<file path="config.mk">
export PLATFORM = sky130hd
export DESIGN_NAME = sfx_audio_scheduler
export DESIGN_NICKNAME = d
export VERILOG_FILES = /design/src/rtl/sfx_audio_scheduler.sv
export SDC_FILE = /design/constraint.sdc
export NUM_CORES = 1
export LEC_CHECK = 0
export ABC_AREA = 1
export BUFFER_PORTS_ARGS = -buffer_cell sky130_fd_sc_hd__buf_2
export CAP_MARGIN = 30
export CORE_MARGIN = 2
export CORE_UTILIZATION = 53
export DETAILED_ROUTE_END_ITERATION = 10
export GPL_TIMING_DRIVEN = 0
export PLACE_DENSITY_LB_ADDON = 0.15
export SLEW_MARGIN = 30
export SYNTH_ARGS = -nofsm -noshare
export SYNTH_HDL_FRONTEND = slang
export SYNTH_SLANG_ARGS = --single-unit
</file>
<file path="constraint.sdc">
create_clock -name clk22 -period 4 [get_ports clk22]
set_input_delay 0.2 -clock clk22 [delete_from_list [all_inputs] [get_ports clk22]]
set_output_delay 0.2 -clock clk22 [all_outputs]
set_load 0.005 [all_outputs]
</file>
<file path="src/rtl/sfx_audio_scheduler.sv">
// Beat-rate scheduler sharing the note_gen tone path between music and three
// gameplay sound effects (jump, land, bump) with priority, queueing and preemption.
//
// state | meaning
// IDLE  | music passes through, waiting for a pending effect
// PLAY  | effect notes are driven, STEP_LEN cycles per note
// GAP   | silence between back-to-back effects, GAP_LEN cycles
module sfx_audio_scheduler #(
    parameter int          STEP_LEN = 2,
    parameter int          GAP_LEN  = 1,
    parameter logic [31:0] SILENCE  = 32'd50_000_000,
    parameter int          MIX_MODE = 0
) (
    input  logic        clk22,
    input  logic        rst,
    input  logic        music_en,
    input  logic [31:0] bgm_toneL,
    input  logic [31:0] bgm_toneR,
    input  logic [2:0]  sfx_req,
    output logic [31:0] toneL,
    output logic [31:0] toneR,
    output logic        beat_hold,
    output logic        sfx_busy,
    output logic [1:0]  sfx_id
);

    localparam logic [3:0] STEP_LAST = 4'(STEP_LEN - 1);
    localparam logic [1:0] GAP_LAST  = 2'((GAP_LEN == 0) ? 0 : GAP_LEN - 1);
    localparam bit         HAS_GAP   = (GAP_LEN > 0);
    localparam bit         MIX       = (MIX_MODE != 0);

    typedef enum logic [1:0] {S_IDLE, S_PLAY, S_GAP} state_t;

    state_t      state, state_n;
    logic [2:0]  req_s1, req_s2, req_s3;
    logic [2:0]  req_rise;
    logic [2:0]  pend, pend_clr;
    logic [1:0]  cur_id, cur_n;
    logic [1:0]  note_idx, note_n;
    logic [3:0]  step_cnt, step_n;
    logic [1:0]  gap_cnt, gap_n;
    logic [1:0]  hi_id;
    logic        launch;
    logic [31:0] fx_tone, music_l, music_r;
    logic [31:0] tone_l_n, tone_r_n;

    function automatic logic [31:0] fx_note(input logic [1:0] id, input logic [1:0] idx);
        logic [31:0] t;
        t = SILENCE;
        case (id)
            2'd1: case (idx)
                2'd0:    t = 32'd523;
                2'd1:    t = 32'd659;
                2'd2:    t = 32'd784;
                default: t = 32'd1047;
            endcase
            2'd2: t = (idx == 2'd0) ? 32'd196 : 32'd131;
            2'd3: t = (idx == 2'd2) ? SILENCE : 32'd110;
            default: t = SILENCE;
        endcase
        return t;
    endfunction

    function automatic logic [1:0] fx_last(input logic [1:0] id);
        logic [1:0] n;
        case (id)
            2'd1:    n = 2'd3;
            2'd2:    n = 2'd1;
            2'd3:    n = 2'd2;
            default: n = 2'd0;
        endcase
        return n;
    endfunction

    // sfx_req is asynchronous: two flops for metastability, a third for edge detect
    always_ff @(posedge clk22 or posedge rst) begin
        if (rst) begin
            req_s1 <= 3'b000;
            req_s2 <= 3'b000;
            req_s3 <= 3'b000;
        end else begin
            req_s1 <= sfx_req;
            req_s2 <= req_s1;
            req_s3 <= req_s2;
        end
    end

    assign req_rise = req_s2 & ~req_s3;

    always_comb begin
        hi_id = 2'd0;
        if (pend[2])      hi_id = 2'd3;
        else if (pend[1]) hi_id = 2'd2;
        else if (pend[0]) hi_id = 2'd1;
    end

    always_comb begin
        state_n = state;
        cur_n   = cur_id;
        note_n  = note_idx;
        step_n  = step_cnt;
        gap_n   = gap_cnt;
        launch  = 1'b0;
        case (state)
            S_IDLE: begin
                if (pend != 3'b000) launch = 1'b1;
            end
            S_PLAY: begin
                // cur_id is non-zero here, so a larger id means strictly higher priority
                if (hi_id > cur_id) begin
                    launch = 1'b1;
                end else if (step_cnt == STEP_LAST) begin
                    if (note_idx == fx_last(cur_id)) begin
                        if (pend == 3'b000) begin
                            state_n = S_IDLE;
                            cur_n   = 2'd0;
                        end else if (HAS_GAP) begin
                            state_n = S_GAP;
                            gap_n   = 2'd0;
                            cur_n   = 2'd0;
                        end else begin
                            launch = 1'b1;
                        end
                    end else begin
                        note_n = note_idx + 2'd1;
                        step_n = 4'd0;
                    end
                end else begin
                    step_n = step_cnt + 4'd1;
                end
            end
            S_GAP: begin
                if (gap_cnt == GAP_LAST) begin
                    if (pend != 3'b000) begin
                        launch = 1'b1;
                    end else begin
                        state_n = S_IDLE;
                        cur_n   = 2'd0;
                    end
                end else begin
                    gap_n = gap_cnt + 2'd1;
                end
            end
            default: begin
                state_n = S_IDLE;
                cur_n   = 2'd0;
            end
        endcase
        if (launch) begin
            state_n = S_PLAY;
            cur_n   = hi_id;
            note_n  = 2'd0;
            step_n  = 4'd0;
        end
    end

    always_comb begin
        pend_clr = 3'b000;
        if (launch) begin
            case (hi_id)
                2'd1:    pend_clr = 3'b001;
                2'd2:    pend_clr = 3'b010;
                2'd3:    pend_clr = 3'b100;
                default: pend_clr = 3'b000;
            endcase
        end
    end

    always_comb begin
        fx_tone  = fx_note(cur_n, note_n);
        music_l  = music_en ? bgm_toneL : SILENCE;
        music_r  = music_en ? bgm_toneR : SILENCE;
        tone_l_n = music_l;
        tone_r_n = music_r;
        case (state_n)
            S_PLAY: begin
                tone_l_n = fx_tone;
                tone_r_n = MIX ? music_r : fx_tone;
            end
            S_GAP: begin
                tone_l_n = SILENCE;
                tone_r_n = SILENCE;
            end
            default: begin
                tone_l_n = music_l;
                tone_r_n = music_r;
            end
        endcase
    end

    always_ff @(posedge clk22 or posedge rst) begin
        if (rst) begin
            state     <= S_IDLE;
            cur_id    <= 2'd0;
            note_idx  <= 2'd0;
            step_cnt  <= 4'd0;
            gap_cnt   <= 2'd0;
            pend      <= 3'b000;
            toneL     <= SILENCE;
            toneR     <= SILENCE;
            beat_hold <= 1'b0;
            sfx_busy  <= 1'b0;
            sfx_id    <= 2'd0;
        end else begin
            state     <= state_n;
            cur_id    <= cur_n;
            note_idx  <= note_n;
            step_cnt  <= step_n;
            gap_cnt   <= gap_n;
            // a new edge wins over the launch clear so it is never lost
            pend      <= (pend & ~pend_clr) | req_rise;
            toneL     <= tone_l_n;
            toneR     <= tone_r_n;
            beat_hold <= !MIX && (state_n != S_IDLE);
            sfx_busy  <= (state_n != S_IDLE);
            sfx_id    <= (state_n == S_PLAY) ? cur_n : 2'd0;
        end
    end

endmodule

</file>
==> results of run 1 <==
## worst reg2reg max path, delay by kind of cell (launching register included)
kind                       cells  cell delay, ps
DFF                            1             380
and+or+nand+nor                7            1170
buffers and inverters          3             810
adders and majority gates      2             700
## metal layers
metal  track usage  part of all wire  vias up
met4        0.1004             0.019        0
li1              -                 -     1550
met3       0.07387             0.088       15
met1        0.2784              0.41     1451
met2        0.3603              0.48      118
met5             0                 0        -
## what timing repair did
action	CTS	global route
setup endpoints to repair	0	0
hold buffers	4	0
resized for setup	0	0
buffers inserted	0	0
endpoints found under the hold margin	28	0
## logic make-up after synthesis
kind of cell    synth area share
xor+xnor                0.004543
simple gates              0.2401
buf+inv                  0.06132
compound gates           0.06003
fa+ha+maj                0.03569
flops                     0.5983
## final cells by class
| cell class | instances | share of cell area |
|---|---|---|
| Sequential cell | 91 | 0.4654 |
| Buffer | 16 | 0.01742 |
| Timing Repair Buffer | 142 | 0.1519 |
| Clock inverter | 4 | 0.01489 |
| Tap cell | 99 | 0.02499 |
| Clock buffer | 12 | 0.02928 |
| Multi-Input combinational cell | 243 | 0.2648 |
| Inverter | 40 | 0.03130 |
## Yosys cell counts (2+ instances only)
master     n
nand4_1    7
nor2_1    32
a21oi_2    2
nand3_2   23
nand3_1   27
inv_1     35
dfstp_2   24
inv_2      5
o21ai_0   33
dfrtp_1   67
buf_6      3
ha_1      11
xor2_1     2
nor2_2     2
nand2_1   95
clkbuf_1  12
## flip-flops by register name, summed over array words and instances, names as in the netlist
| name | count |
|---|---|
| toneR | 32 |
| gap_cnt | 2 |
| note_idx | 2 |
| req_s1 | 3 |
| pend | 3 |
| state | 2 |
| req_s2 | 3 |
| req_s3 | 3 |
| step_cnt | 4 |
| sfx_id | 2 |
| cur_id | 2 |
| sfx_busy | 1 |
| toneL | 32 |
## metrics by stage
step                      area (um^2)  hold WS (ps)
after floorplan                  3856         231.4
after global placement           4666         309.0
after detailed placement         4698         173.3
after CTS                        4957         33.36
after global routing             4957         42.14
final                            4957         47.56
## final timing paths
check	start	to	slack, ps	cells after the start
max	pend[0]$_DFF_PP0_	toneR[23]$_DFF_PP1_	840	12
min	bgm_toneR[5]	toneR[5]$_DFF_PP0_	50	3
max reg2reg	pend[0]$_DFF_PP0_	toneR[23]$_DFF_PP1_	840	12
min reg2reg	req_s1[0]$_DFF_PP0_	req_s2[0]$_DFF_PP0_	360	0
max in group asynchronous	rst	toneL[20]$_DFF_PP1_	3030	4
min in group asynchronous	rst	toneR[28]$_DFF_PP0_	330	3
## where the power goes
part	leakage [nW]	switching [mW]	total (mW)	internal, mW
registers	1.12	0.0988	1.47	1.37
logic	1.62	1.61	2.55	0.940
clock network	0.111	0.314	0.686	0.371
total	2.85	2.03	4.71	2.69
==> reports/metrics.yaml, run 1 <==
outcome:
  outcome: "finished, final reports clean"
timing:
  tns_ps: 0
  relSlewSlack: 0.5368
  clock_skew_ps: 14.63
  rsz0062_at_grt: "false"
  tightest_slew_ps: 694.8
  fmax_mhz: 316.9
  timing.final.crit_share: 0.7888
  hold_viol: 0
  finalWorstSetupSlack_ps: 844.8
  post-route-min-period_ps: 3155
  slew_violations: 0
  setup_viol: 0
critical_path:
  end_kind: "flip-flop"
  crit_arrival_ps: 3410
  crit_required_ps: 4250
  crit_family: "simple AND/OR/NAND/NOR gates"
  crit_fanout: 10
  critPathMaxStageDelay_ps: 570
  slowest_stage: "clkbuf_1"
  cp-start-kind: "flip-flop"
  cp_num_buf_inv: 3
  cp_cell_sequence: "inv_1 > nor2_1 > nor2_1 > ha_1 > nand2_1 > nand3_2 > nand3_1 > inv_1 > ha_1 > nand2_1 > clkbuf_1 > nand3_2"
  critical_path_class: "reg2reg"
synth:
  yosysSeqAreaShare: 0.5983
  syn_area_per_cell_um2: 9.888
  synthTopCellsByArea: "dfrtp_1, dfstp_2, nand2_1"
  yosys_warnings: 0
  synth_edf_count: 0
  syn-num-nets: 471
  async_reset_ff_frac: 1.000
  ys_ff_latch: 91
  ys_types: 26
  synth_area_leader_cell: "dfrtp_1"
  netlist_instances: 390
  synth_top_area_share: 0.4348
  synth_area_mm2: 0.003856
  synth-main-ff-cell: "dfrtp_1"
cts:
  htree_levels: 3
  cts_sinks: 91
  cts_tree: "built"
  insertion_delay_ps: 360
  path_clk_slew_ps: 90
  root_buffer: "clkbuf_8"
  clk_path_buf_depth: 2
  cts_buffers: 9
final_layout:
  n_antenna_cell: 0
  area_growth_pct: 28.55
  seqCellArea_mm2: 0.002307
  final_cell_mix: "buf_2, nand2_1, dfrtp_1, inv_1, o21ai_0"
  final_common_cell: "buf_2"
  postLayoutCoreUtil: 0.6946
  drive_gt1_frac: 0.3978
  final_net_count: 624
  multi_input_area_mm2: 0.001313
  fillers: 585
  fin_cells: 647
power:
  peakVddDrop_v: 0.0005472
  power_density_mw_per_mm2: 950.8
  power_leakage_nw: 2.846
  power_mw: 4.713
floorplan:
  rows: 31
  die_w_um: 89.30
  pin_count: 138
  core_area_mm2: 0.007137
  die-area_mm2: 0.007974
  start_util: 0.5403
  dieHeight_um: 89.30
grt:
  grt_pass1_vias: 3081
  grt_max_degree: 67
  grt_pass1_wl_um: 13650
  track_usage: 0.2246
  antenna_found_initial: 0
  grt-ovfl-total: 0
drt:
  drt-initial-drc-count: 127
  avgRoutedWirePerCell_um: 13.21
  antenna_left: 0
  vias: 3134
  routed_wl_um: 8550
  via_per_inst: 4.844
  dr.pass1.iters: 4
  drc: 0
placement:
  dp_cells: 627
  port_buffers: 137
  gp_congestion: 0.8638
  preCtsSetupSlack_ps: 886.0
  dp_hpwl_um: 6206
flow_run:
  max_cap_violations: 0
min_path:
  hold_path.class: "in2reg"
Note: power is estimated with default switching activity, not from simulation.
==> run 2, diff against run 1 <==
ABC_AREA = 0   (was 1)
CORE_UTILIZATION = 45   (was 53)
clock period = 2.86 ns   (was 4 ns; I/O delays follow)
==> run 2 against run 1 <==
Effect of this change: the flow now finishes with violations (hold timing, setup timing); setup slack worse by 900 ps; synthesized cell count fell by 13%; count of clock-buffer cells in the layout decreased by 2; sequential cell count did not move; clock power grew 30%; worst hold slack worse by 49 ps.
==> reports/metrics.yaml, run 2 <==
outcome:
  outcome: "finished with violations"
  violations: "hold timing, setup timing"
synth:
  syn-num-nets: 419  # -11%
  syn_area_per_cell_um2: 11.38  # +15%
  synth-main-ff-cell: "dfrtp_1"
  yosys.area_share.simple: 0.1621  # -0.07805
  synth_area_leader_cell: "dfrtp_1"
  synth_common_cells: "dfrtp_1, nand2_1, o21ai_0, and2_1, dfstp_2"
  synth_top_family_by_area: "simple AND/OR/NAND/NOR gates"
  netlist_instances: 338  # -13%
  yosysSeqAreaShare: 0.6001  # +0.001752
  synth_compound_area_frac: 0.1357  # +0.07567
  async_reset_ff_frac: 1.000  # unchanged
  synthAdderAreaFrac: 0.03580  # +0.0001045
  post-synth-top-count-cell: "dfrtp_1"
  synth_top_area_share: 0.4361  # +0.001273
  synth_edf_count: 0  # unchanged
  synthTopCellsByArea: "dfrtp_1, dfstp_2, nand2_1"
  synthXorXnorAreaFrac: 0.01887  # +0.01433
  ys_ff_latch: 91  # unchanged
  synth_area_mm2: 0.003845  # -0.29%
  yosys_warnings: 0  # unchanged
  synth_mux_area_frac: 0.009762  # +0.009762
  ys_types: 54  # +110%
critical_path:
  rrSetupSlack_ps: -50  # -900 ps
  cp_num_buf_inv: 3  # unchanged
  critical_path_class: "reg2reg"
  end_kind: "flip-flop"
  reg2regPathDepth: 15  # +3
  crit_required_ps: 3110  # -1140 ps
  crit_family: "simple AND/OR/NAND/NOR gates"
  path_depth: 15  # +3
  cp-start-kind: "flip-flop"
  critPathMaxStageDelay_ps: 410  # -160 ps
  crit_fanout: 5  # -5
  crit_arrival_ps: 3160  # -250 ps
  cp_cell_sequence: "or2_4 > ha_4 > nor2b_4 > o21ai_2 > nand4_1 > buf_4 > a21boi_4 > buf_6 > ha_4 > nand2_8 > buf_6 > nor4_4 > a21oi_2 > nor2_1 > a21o_1"
  slowest_stage: "dfrtp_1"
timing:
  clock_skew_ps: 8.157  # -6.470 ps
  tightest_slew_ps: 588.4  # -106.4 ps
  hold_viol: 2  # +2
  finalWorstSetupSlack_ps: -51.03  # -895.9 ps
  post-route-min-period_ps: 2911  # -244.1 ps
  rsz0062_at_grt: "true"
  relSlewSlack: 0.6069  # +0.07005
  slew_violations: 0  # unchanged
  setup_viol: 13  # +13
  fmax_mhz: 343.5  # +8.4%
  timing.final.crit_share: 1.018  # +0.2290
  holdWs_ps: -1.160  # -48.72 ps
cts:
  clk_path_buf_depth: 2  # unchanged
  htree_levels: 3  # unchanged
  root_buffer: "clkbuf_8"
  insertion_delay_ps: 350  # about the same
  cts_buffers: 9  # unchanged
  path_clk_slew_ps: 100  # about the same
  cts_tree: "built"
  cts_sinks: 91  # unchanged
final_layout:
  area_growth_pct: 47.58
  largestRegisters: "toneL (32), toneR (32), step_cnt (4)"
  stdcell_area_mm2: 0.005674  # +14%
  final_common_cell: "buf_2"
  fillers: 647  # +11%
  fin_cells: 656  # +1.4%
  final_net_count: 627  # +0.48%
  postLayoutCoreUtil: 0.6871  # -0.007479
  final_cell_mix: "buf_2, dfrtp_1, nand2_1, dlygate4sd3_1, o21ai_0"
  n_antenna_cell: 0  # unchanged
  drive_gt1_frac: 0.4719  # +0.07406
floorplan:
  rows: 33  # +6.5%
  die-area_mm2: 0.009300  # +17%
  die_w_um: 96.44  # +8.0%
  core_area_mm2: 0.008258  # +16%
  dieHeight_um: 96.44  # +8.0%
  start_util: 0.4656  # -0.07472
  pin_count: 138  # unchanged
grt:
  track_usage: 0.2038  # -0.02075
  grt_max_degree: 57  # -15%
  grt_pass1_wl_um: 14350  # +5.2%
  grt_pass1_vias: 3144  # +2.0%
  antenna_found_initial: 0  # unchanged
  grt-ovfl-total: 0  # unchanged
min_path:
  hold_depth: 3  # unchanged
  hold_path.class: "in2reg"
drt:
  antenna_left: 0  # unchanged
  avgRoutedWirePerCell_um: 14.99  # +13%
  wl_met2_um: 5111  # +25%
  dr.pass1.iters: 4  # unchanged
  dr_wl_met3_um: 615  # -18%
  drt-met1-wl_um: 3911  # +10%
  via_per_inst: 4.896  # +1.1%
  highest_layer: "met4"
  routed_wl_um: 9831  # +15%
  drt-initial-drc-count: 101  # -20%
  drc: 0  # unchanged
  vias: 3212  # +2.5%
power:
  power_leakage_nw: 2.961  # +4.0%
  power_density_mw_per_mm2: 1345  # +41%
  peakVddDrop_v: 0.0005102  # -6.8%
placement:
  dp_hpwl_um: 6521  # +5.1%
  dp_cells: 581  # -7.3%
  gp_congestion: 0.8165  # -5.5%
  port_buffers: 137  # unchanged
  postPlaceCellArea_mm2: 0.004718  # +0.43%
flow_run:
  max_cap_violations: 0  # unchanged
==> run 2: changes by cell type after synthesis, moves of 18 or more <==
cell     before  now
nand2_1      95   44
and2_1        0   26
nor2_1       32   12
nand3_2      23    0
nand3_1      27    4
inv_1        35   17
==> run 2: cell type report <==
class | instances | area [um^2] | area share
multi-input combinational | 214 | 1615 | 0.2847
clock inverter | 6 | 71.32 | 0.01257
clock buffer | 10 | 127.6 | 0.02249
tap | 105 | 131.4 | 0.02315
timing repair buffer | 197 | 1254 | 0.2209
buffer | 16 | 96.34 | 0.01698
sequential | 91 | 2310 | 0.4071
inverter | 17 | 68.82 | 0.01213
==> run 2: metal layers <==
layer | vias to the layer above | GRT usage
li1 | 1555 | -
met1 | 1532 | 0.2426
met2 | 108 | 0.3582
met3 | 17 | 0.04655
met4 | 0 | 0.07981
met5 | - | 0
==> run 2: stage by stage <==
stage / setup TNS [ps] / total power, mW / hold WS, ps / setup slack, ps
3_3_place_gp: -60110 / 5.549 / 251.8 / -592.1
4_1_cts: 0 / 7.002 / 0.5657 / 2.556
3_5_place_dp: -26130 / 5.677 / 151.7 / -542.4
6_report: -355.8 / 7.632 / -1.160 / -51.03
5_1_grt: -5604 / 8.266 / 0.5065 / -183.0
2_1_floorplan: 0 / 4.628 / 174.4 / 21.25
==> run 2: path summary, 6_finish.rpt <==
check	startpoint	to
worst max-delay path	pend[1]$_DFF_PP0_	toneL[4]$_DFF_PP0_
worst min-delay path	bgm_toneR[22]	toneR[22]$_DFF_PP1_
worst max register to register	pend[1]$_DFF_PP0_	toneL[4]$_DFF_PP0_
worst min register to register	req_s1[2]$_DFF_PP0_	req_s2[2]$_DFF_PP0_
max in group asynchronous	rst	toneR[7]$_DFF_PP1_
min in group asynchronous	rst	toneR[16]$_DFF_PP0_
==> run 2: where the power goes <==
part / leakage (nW) / internal [mW] / switching [mW]
registers: 1.12 / 1.95 / 0.169
logic: 1.74 / 2.14 / 2.48
clock network: 0.0992 / 0.416 / 0.476
total: 2.96 / 4.51 / 3.12
==> run 2: cells by family after synthesis <==
logic type	Yosys count
AO/OA/AOI/OAI	77
buffers and inverters	33
flip-flops	91
XOR/XNOR	4
multiplexers	3
AND/OR/NAND/NOR	119
adder cells (fa/ha/maj)	11
==> run 2: repair_timing <==
action / CTS / global route
hold endpoints to repair: 65 / 2
buffers inserted: 11 / 12
gates resized for setup: 27 / 37
hold buffers: 34 / 2
setup endpoints to repair: 64 / 63
pin swaps: 10 / 10
==> run 2: worst min-delay path, cell delays in order <==
cell and delay [ps]:
buf_2 80, o21ai_1 50, nand2_1 60
==> run 3, diff against run 2 <==
ABC_AREA = 1   (was 0)
REMOVE_ABC_BUFFERS = 1   (was unset)
==> run 3 against run 2 <==
Effect of this change: the run now ends clean; sequential share of layout area grew 2.5 points; clock power is 9.5% higher; worst hold slack improved by 11 ps; via count decreased by 0.90%; sequential cell count unchanged; design area fell by 5.9%; clock skew increased by 3.2 ps; first-iteration DRC count rose by 2.0%; final cell count rose by 3.2%; count of clock-buffer cells in the layout down 1; combinational power decreased by 21%.
==> reports/metrics.yaml, run 3 (synthesis gave the netlist of run 1 again) <==
timing:
  fmax_mhz: 380.5  # +11%
  post-route-min-period_ps: 2628  # -283.2 ps
  tightest_slew_ps: 812.9  # +224.5 ps
  hold_viol: 0  # -2
  setup_viol: 0  # -13
  timing.final.crit_share: 0.9188  # -0.09904
  slew_violations: 0  # unchanged
  clock_skew_ps: 11.35  # +3.197 ps
  finalWorstSetupSlack_ps: 232.2  # +283.2 ps
  relSlewSlack: 0.4574  # -0.1494
floorplan:
  start_util: 0.4670  # +0.001364
  dieHeight_um: 96.57  # +0.14%
  rows: 33  # unchanged
  die_w_um: 96.57  # +0.14%
  die-area_mm2: 0.009326  # +0.28%
  pin_count: 138  # unchanged
  core_area_mm2: 0.008258  # unchanged
min_path:
  min-delay-start: "bgm_toneR[2]"
  hold_path.class: "in2reg"
critical_path:
  cp-start-kind: "flip-flop"
  crit_end: "toneR[2]$_DFF_PP0_"
  worst_path_most_repeated_cell: "nand2_1"
  crit_arrival_ps: 2920  # -240 ps
  startpoint: "cur_id[0]$_DFF_PP0_"
  reg2regPathDepth: 15  # unchanged
  reg2reg_to: "toneR[2]$_DFF_PP0_"
  critical_path_class: "reg2reg"
  crit_required_ps: 3160  # +50 ps
  rrSetupSlack_ps: 230  # +280 ps
  r2r_start: "cur_id[0]$_DFF_PP0_"
  crit_fanout: 6  # +1
  cp_cell_sequence: "inv_1 > ha_1 > inv_1 > nand2_1 > nand2_1 > nand4_1 > inv_1 > nand3_1 > nand2_1 > nand2_1 > ha_4 > nand2_1 > inv_2 > nand4_1 > nand4_1"
  slowest_stage: "dfrtp_1"
  end_kind: "flip-flop"
  critPathMaxStageDelay_ps: 410  # about the same
final_layout:
  final_common_cell: "buf_2"
  postLayoutCoreUtil: 0.6464  # -0.04076
  seqCellArea_mm2: 0.002307  # -0.11%
  multi_input_area_mm2: 0.001380  # -15%
  fin_cells: 677  # +3.2%
  final_cell_mix: "buf_2, nand2_1, dfrtp_1, dlygate4sd3_1, inv_1"
  n_antenna_cell: 0  # unchanged
  drive_gt1_frac: 0.3951  # -0.07676
  area_growth_pct: 38.42
  largestRegisters: "toneL (32), toneR (32), step_cnt (4)"
  fillers: 683  # +5.6%
  final_net_count: 648  # +3.3%
cts:
  root_buffer: "clkbuf_8"
  htree_levels: 3  # unchanged
  path_clk_slew_ps: 90  # about the same
  clk_path_buf_depth: 2  # unchanged
  cts_sinks: 91  # unchanged
  cts_buffers: 9  # unchanged
  cts_tree: "built"
  insertion_delay_ps: 360  # about the same
grt:
  antenna_found_initial: 0  # unchanged
  grt-ovfl-total: 0  # unchanged
  track_usage: 0.2019  # -0.001939
  grt_max_degree: 60  # +5.3%
  grt_pass1_vias: 3122  # -0.70%
  grt_pass1_wl_um: 14320  # -0.20%
drt:
  wl_met2_um: 4240  # -17%
  dr_wl_met3_um: 738  # +20%
  dr.pass1.iters: 4  # unchanged
  drt-met1-wl_um: 3900  # -0.28%
  vias: 3183  # -0.90%
  via_per_inst: 4.702  # -4.0%
  highest_layer: "met4"
  antenna_left: 0  # unchanged
  drc: 0  # unchanged
  routed_wl_um: 9003  # -8.4%
  drt-initial-drc-count: 103  # +2.0%
  avgRoutedWirePerCell_um: 13.30  # -11%
placement:
  gp_congestion: 0.7551  # -7.5%
  dp_hpwl_um: 5740  # -12%
  dp_cells: 617  # +6.2%
  port_buffers: 137  # unchanged
  preCtsSetupSlack_ps: -763.7  # -221.3 ps
power:
  switchingPower_mw: 2.958  # -5.3%
  power_leakage_nw: 2.974  # +0.44%
  pwr-share-clk: 0.146  # +0.029
  p_seq_frac: 0.307  # +0.029
  power_mw: 6.710  # -12%
  switching_share: 0.4408  # +0.03158
  peakVddDrop_v: 0.0005705  # +12%
  power_density_mw_per_mm2: 1257  # -6.5%
  intPower_mw: 3.752  # -17%
  comb_power_share: 0.547  # -0.058
outcome:
  outcome: "finished, final reports clean"
flow_run:
  max_cap_violations: 0  # unchanged
run 3: power groups by stage:
stage	clock, mW	combinational [mW]	sequential, mW
after floorplan	0	2.31	2.14
after global placement	0	3.26	2.08
after detailed placement	0	3.36	2.09
after CTS	1.00	3.52	2.07
after global routing	1.04	4.19	2.12
final	0.977	3.67	2.06
run 3: routing by layer:
layer / global-route usage / up-vias
met1: 0.2523 / 1466
li1: - / 1598
met2: 0.3229 / 106
met5: 0 / -
met4: 0.07160 / 0
met3: 0.07525 / 13
run 3: worst max-delay path, delay by kind of cell (launching register included):
kind          cells  cell delay, ps
fa+ha+maj         2             700
buf+inv           4             400
flops             1             410
simple gates      9            1040
run 3: repair_timing:
item | CTS | global route
buffers inserted | 1 | 2
pin swaps | 1 | 2
hold endpoints to repair | 71 | 0
setup endpoints to repair | 44 | 38
hold buffers | 40 | 0
cloned | 0 | 1
resized for setup | 5 | 9
run 3: final cells by class:
| cell class | instances | area share |
|---|---|---|
| Tap cell | 105 | 0.02461 |
| Inverter | 40 | 0.02977 |
| Clock buffer | 9 | 0.02321 |
| Multi-Input combinational cell | 244 | 0.2586 |
| Timing Repair Buffer | 181 | 0.2128 |
| Sequential cell | 91 | 0.4323 |
| Clock inverter | 7 | 0.01875 |
run 3: how the worst min path moves through the flow:
stage,endpoint,slack [ps],depth (start not counted)
floorplan,req_s1[0]$_DFF_PP0_,170,0
global placement,req_s1[1]$_DFF_PP0_,250,1
detailed placement,toneL[30]$_DFF_PP0_,150,2
CTS,toneR[8]$_DFF_PP0_,2,3
global route,toneR[8]$_DFF_PP0_,10,3
finish,toneR[2]$_DFF_PP0_,10,3
run 3: metrics by stage:
step	TNS, ps	area, um^2	hold WS [ps]
after floorplan	-4343	3770	174.4
after global placement	-80600	4587	253.1
after detailed placement	-26970	4624	145.6
after CTS	0	5284	1.685
after global routing	-43.08	5338	12.45
final	0	5338	9.923
